--- config.mk ---
export PLATFORM = sky130hd
export DESIGN_NAME = fetch_ctrl
export DESIGN_NICKNAME = d
export VERILOG_FILES = /design/src/rtl/fetch_ctrl.sv
export SDC_FILE = /design/constraint.sdc
export NUM_CORES = 1
export LEC_CHECK = 0
export ABC_CLOCK_PERIOD_IN_PS = 3800
export BUFFER_PORTS_ARGS = -buffer_cell sky130_fd_sc_hd__buf_4
export CORE_MARGIN = 10
export CORE_UTILIZATION = 40
export CTS_BUF_LIST = sky130_fd_sc_hd__clkbuf_4 sky130_fd_sc_hd__clkbuf_8 sky130_fd_sc_hd__clkbuf_16
export CTS_CLUSTER_DIAMETER = 40
export CTS_CLUSTER_SIZE = 28
export DETAILED_ROUTE_END_ITERATION = 7
export PLACE_DENSITY = 0.61
export SLEW_MARGIN = 20
export SYNTH_ARGS = -nofsm -noshare
export SYNTH_HDL_FRONTEND = slang
export SYNTH_SLANG_ARGS = --single-unit
--- constraint.sdc ---
create_clock -name clk -period 3.8 [get_ports clk]
set_clock_uncertainty 0.1 [all_clocks]
set_input_delay 0 -clock clk [delete_from_list [all_inputs] [get_ports clk]]
set_output_delay 0 -clock clk [all_outputs]
set_load 0.05 [all_outputs]
--- src/rtl/fetch_ctrl.sv ---
// IF-stage sequencer: boots the PC at a start address, gates it with stalls,
// delivers (or holds across a stall) branch redirects and stops fetch on halt.
module fetch_ctrl #(
  parameter int A  = 4,
  parameter int CW = 16
) (
  input  logic          clk,
  input  logic          reset,
  input  logic          start,
  input  logic [A-1:0]  start_addr,
  input  logic          br_valid,
  input  logic          br_taken,
  input  logic [A-1:0]  br_target,
  input  logic          stall,
  input  logic          halt_inst,
  output logic          if_reset,
  output logic          if_halt,
  output logic          if_ctrl_branch,
  output logic          if_take_branch,
  output logic [A-1:0]  if_addr,
  output logic          busy,
  output logic          done,
  output logic [CW-1:0] cycle_count
);

  typedef enum logic [1:0] {S_IDLE, S_LOAD, S_RUN, S_HALTED} state_t;

  state_t        r_state, w_state_nxt;
  logic          r_pend, w_pend_nxt;
  logic [A-1:0]  r_pend_addr, w_pend_addr_nxt;
  logic [A-1:0]  r_start_addr_q;
  logic [CW-1:0] r_cycle_count;

  logic          w_br;
  logic          w_start_acc;
  logic          w_load;
  logic          w_redirect;
  logic [A-1:0]  w_redirect_addr;

  function automatic logic [CW-1:0] sat_inc(input logic [CW-1:0] v);
    return (&v) ? v : v + CW'(1);
  endfunction

  assign w_br = br_valid & br_taken;

  always_comb begin
    w_state_nxt     = r_state;
    w_pend_nxt      = r_pend;
    w_pend_addr_nxt = r_pend_addr;
    w_start_acc     = 1'b0;
    w_load          = 1'b0;
    w_redirect      = 1'b0;
    w_redirect_addr = '0;
    if_halt         = 1'b0;
    case (r_state)
      S_IDLE, S_HALTED: begin
        if_halt    = 1'b1;
        w_pend_nxt = 1'b0;
        if (start) begin
          w_start_acc = 1'b1;
          w_state_nxt = S_LOAD;
        end
      end
      S_LOAD: begin
        w_load      = 1'b1;
        w_pend_nxt  = 1'b0;
        w_state_nxt = S_RUN;
      end
      S_RUN: begin
        if_halt = stall | halt_inst;
        if (halt_inst) begin
          w_pend_nxt  = 1'b0;
          w_state_nxt = S_HALTED;
        end else if (stall) begin
          // Latest taken branch during a stall replaces any older held one.
          if (w_br) begin
            w_pend_nxt      = 1'b1;
            w_pend_addr_nxt = br_target;
          end
        end else if (w_br) begin
          w_redirect      = 1'b1;
          w_redirect_addr = br_target;
          w_pend_nxt      = 1'b0;
        end else if (r_pend) begin
          w_redirect      = 1'b1;
          w_redirect_addr = r_pend_addr;
          w_pend_nxt      = 1'b0;
        end
      end
      default: w_state_nxt = S_IDLE;
    endcase
  end

  // IF reset must follow the controller reset so the PC clears alongside it.
  assign if_reset       = reset | w_load;
  assign if_ctrl_branch = w_redirect;
  assign if_take_branch = w_redirect;
  assign if_addr        = reset  ? '0 :
                          w_load ? r_start_addr_q :
                          w_redirect_addr;
  assign busy           = (r_state == S_LOAD) || (r_state == S_RUN);
  assign done           = (r_state == S_HALTED);
  assign cycle_count    = r_cycle_count;

  always_ff @(posedge clk) begin
    if (reset) begin
      r_state        <= S_IDLE;
      r_pend         <= 1'b0;
      r_pend_addr    <= '0;
      r_start_addr_q <= '0;
      r_cycle_count  <= '0;
    end else begin
      r_state     <= w_state_nxt;
      r_pend      <= w_pend_nxt;
      r_pend_addr <= w_pend_addr_nxt;
      if (w_start_acc) begin
        r_start_addr_q <= start_addr;
        r_cycle_count  <= '0;
      end else if (r_state == S_RUN) begin
        r_cycle_count <= sat_inc(r_cycle_count);
      end
    end
  end

endmodule

==> flow_metrics.py <==
metrics = {
    "critical_path": {
        "critPathSlowestCell": "dlygate4sd3_1",
        "crit_buf_inv": 3,
        "cp-start-kind": "register",
        "end_kind": "register",
        "cp.arrival_ns": 2.51,
        "path_class": "register to register",
        "cpMostUsedCell": "dlygate4sd3_1",
        "path_cells": "inv_1 -> ha_1 -> nand3_1 -> dlygate4sd3_1 -> a21oi_1 -> dlygate4sd3_1",
        "cp.required_ns": 3.92,
        "cp_top_family": "buffers and inverters",
        "crit_fanout": 9,
        "cp_slowest_stage_delay_ns": 0.58,
    },
    "drt": {
        "vias": 1544,
        "drt_iter0_drc": 75,
        "ant_nets": 0,
        "routed_wl_um": 3850,
        "drc_errors": 0,
        "vias_per_cell": 5.46,
        "dr.pass1.iters": 5,
        "routedWlPerCell_um": 13.6,
    },
    "clock_network": {
        "post_cts_resized": 0,
        "cts-htree-levels": 1,
        "clock_path_buffers": 2,
        "cts_buffers": 3,
        "cts_tree": "done",
        "cts-hold-fix-buffers": 23,
        "cts.sinks": 27,
        "cts_root_buf": "clkbuf_8",
        "clkSlewWorstSetupHoldPaths_ns": 0.09,
        "postCtsSetupBuffers": 0,
        "clock_latency_ns": 0.27,
    },
    "power": {
        "p_leak_nw": 0.860,
        "netSwitchingFraction": 0.399,
        "switching_power_w": 0.000350,
        "clockPowerShare": 0.192,
        "p_int_w": 0.000528,
        "p_seq_frac": 0.375,
        "powerDensity_mw_per_mm2": 423,
        "vdd_ir_drop_max_mv": 0.370,
        "combinationalPowerShare": 0.434,
    },
    "sta": {
        "worst_pin_slew_ns": 0.572,
        "rsz0062_at_grt": "false",
        "setup_violations": 0,
        "finalCriticalPeriod_ns": 2.39,
        "relSlewSlack": 0.618,
        "finalHoldViolCount": 0,
        "fmax_ghz": 0.418,
        "period_share": 0.630,
        "final_max_slew_viol_count": 0,
        "tns_ns": 0,
        "hold_ws_ns": 0.0602,
    },
    "global_routing": {
        "grt_pass1_vias": 1471,
        "grt_start_max_net_pins": 19,
        "globalRouteOverflowTotal": 0,
        "antenna_found_initial": 0,
        "grt_pass1_wl_um": 6480,
        "grtUsageTotal": 0.119,
    },
    "final_layout": {
        "n_antenna_cell": 0,
        "postLayoutCoreUtil": 0.603,
        "fillers": 278,
        "multi_input_area_sq_um": 873,
        "area_growth_pct": 41.6,
        "fin_nets": 258,
        "seq_area_sq_um": 541,
        "drive_gt1_frac": 0.245,
    },
    "floorplanning": {
        "initial_core_util": 0.426,
        "fp.dieH_um": 80.5,
        "ioPinCount": 41,
        "rows": 21,
        "die_x_um": 80.5,
        "die-area_sq_mm": 0.00649,
        "core_area_sq_mm": 0.00344,
    },
    "synth": {
        "seq_area_frac_synth": 0.369,
        "synth_edf_count": 0,
        "synth_top_area_cell": "dfxtp_1",
        "synth_seq_cells": 27,
        "synth_fp_nets": 196,
        "synth.most_common_cell": "dfxtp_1",
        "postSynth.asyncResetShare": 0,
        "ys.flop_type": "dfxtp_1",
        "synth_area_per_cell_sq_um": 8.33,
        "synth_top_area_share": 0.369,
        "synth_commonest_cells": "27 x dfxtp_1, 18 x a21oi_1, 18 x nand2_1",
        "synth.area.top_cells": "dfxtp_1 37%, a21oi_1 6.1%, nand2_1 4.6%",
        "ys_types": 38,
        "netlist_instances": 176,
        "yosys_warnings": 0,
        "synth_area_sq_mm": 0.00147,
    },
    "min_path": {
        "hold_path.class": "input pin to register",
    },
    "place": {
        "numPortBuffers": 40,
        "gp_congestion": 0.916,
        "dp_hpwl_um": 2890,
    },
    "outcome": {
        "status": "finished clean",
    },
    "job": {
        "cap_violations": 0,
    },
}
[power by group through the flow]
| stage | Clock, W | Combinational, W | Sequential, W |
|---|---|---|---|
| floorplan | 0 | 0.000238 | 0.000343 |
| global placement | 0 | 0.000343 | 0.000334 |
| detailed placement | 0 | 0.000346 | 0.000335 |
| CTS | 0.000173 | 0.000382 | 0.000329 |
| global route | 0.000185 | 0.000414 | 0.000333 |
| finish | 0.000168 | 0.000381 | 0.000329 |
[tightest hold or removal path, cell delays in order]
cell     delay (ns)
buf_4          0.12
inv_1          0.05
o21ai_0        0.16
a21oi_1        0.06
[state kept, by name (all words and copies together) (netlist names)]
signal,flops
r_start_addr_q,4
r_state,2
r_pend_addr,4
r_pend,1
cycle_count,16
[layer usage]
| layer | routed length, um | vias to the layer above | GRT usage | part of all wire |
|---|---|---|---|---|
| met3 | 275 | 4 | 0.0490 | 0.071 |
| met5 | 0 | - | 0 | 0 |
| met1 | 1690 | 721 | 0.134 | 0.44 |
| li1 | - | 770 | - | - |
| met4 | 34 | 0 | 0.0264 | 0.0088 |
| met2 | 1850 | 49 | 0.204 | 0.48 |
[layout by cell type (no fill, tap or decap), types with 4 or more instances in the layout]
cell and instances:
a22oi_1 4, nand2_1 18, nand4_1 4, inv_1 7, o21ai_0 11, dfxtp_1 27, nor2_1 17, a21oi_1 18
ha_1 5, mux2i_1 5, dlygate4sd3_1 23, buf_4 40, nand3_1 13
[path summary, 6_finish.rpt]
path / start / to / slack [ns] / cells past startpoint
max: r_state[0]$_SDFFE_PP0P_ / r_start_addr_q[2]$_SDFFE_PP0P_ / 1.41 / 6
min reg2reg: cycle_count[9]$_SDFFE_PP0P_ / cycle_count[9]$_SDFFE_PP0P_ / 0.43 / 2
max reg2reg: r_state[0]$_SDFFE_PP0P_ / r_start_addr_q[2]$_SDFFE_PP0P_ / 1.41 / 6
min: start / r_state[1]$_SDFFE_PP0P_ / 0.06 / 4
[kinds of logic (layout without fill, tap and decap cells)]
family / count (synthesis) / after routing / share of synthesized area
xor gates and xnor gates: 2 / 2 / 0.0119
adders and majority gates: 5 / 5 / 0.0427
and+or+nand+nor: 79 / 79 / 0.310
DFF: 27 / 27 / 0.369
AOI/OAI and AO/OA: 45 / 45 / 0.197
buffers and inverters: 13 / 74 / 0.0358
muxes: 5 / 5 / 0.0341
[area by class of cell]
class | count | share of cell area
Sequential cell | 27 | 0.260
Inverter | 7 | 0.0127
Tap cell | 46 | 0.0277
Timing Repair Buffer | 63 | 0.255
Multi-Input combinational cell | 136 | 0.420
Clock buffer | 4 | 0.0235
[per-stage QoR]
stage / setup slack [ns] / cell area (sq um) / power (W) / cells
final: 1.41 / 2080 / 0.000878 / 283
after global routing: 1.24 / 2080 / 0.000931 / 283
after CTS: 1.43 / 2080 / 0.000884 / 283
after detailed placement: 1.57 / 1800 / 0.000681 / 256
after global placement: 1.65 / 1800 / 0.000678 / 256
after floorplan: 1.55 / 1470 / 0.000581 / 176
Power figures use the tool's default switching activity.
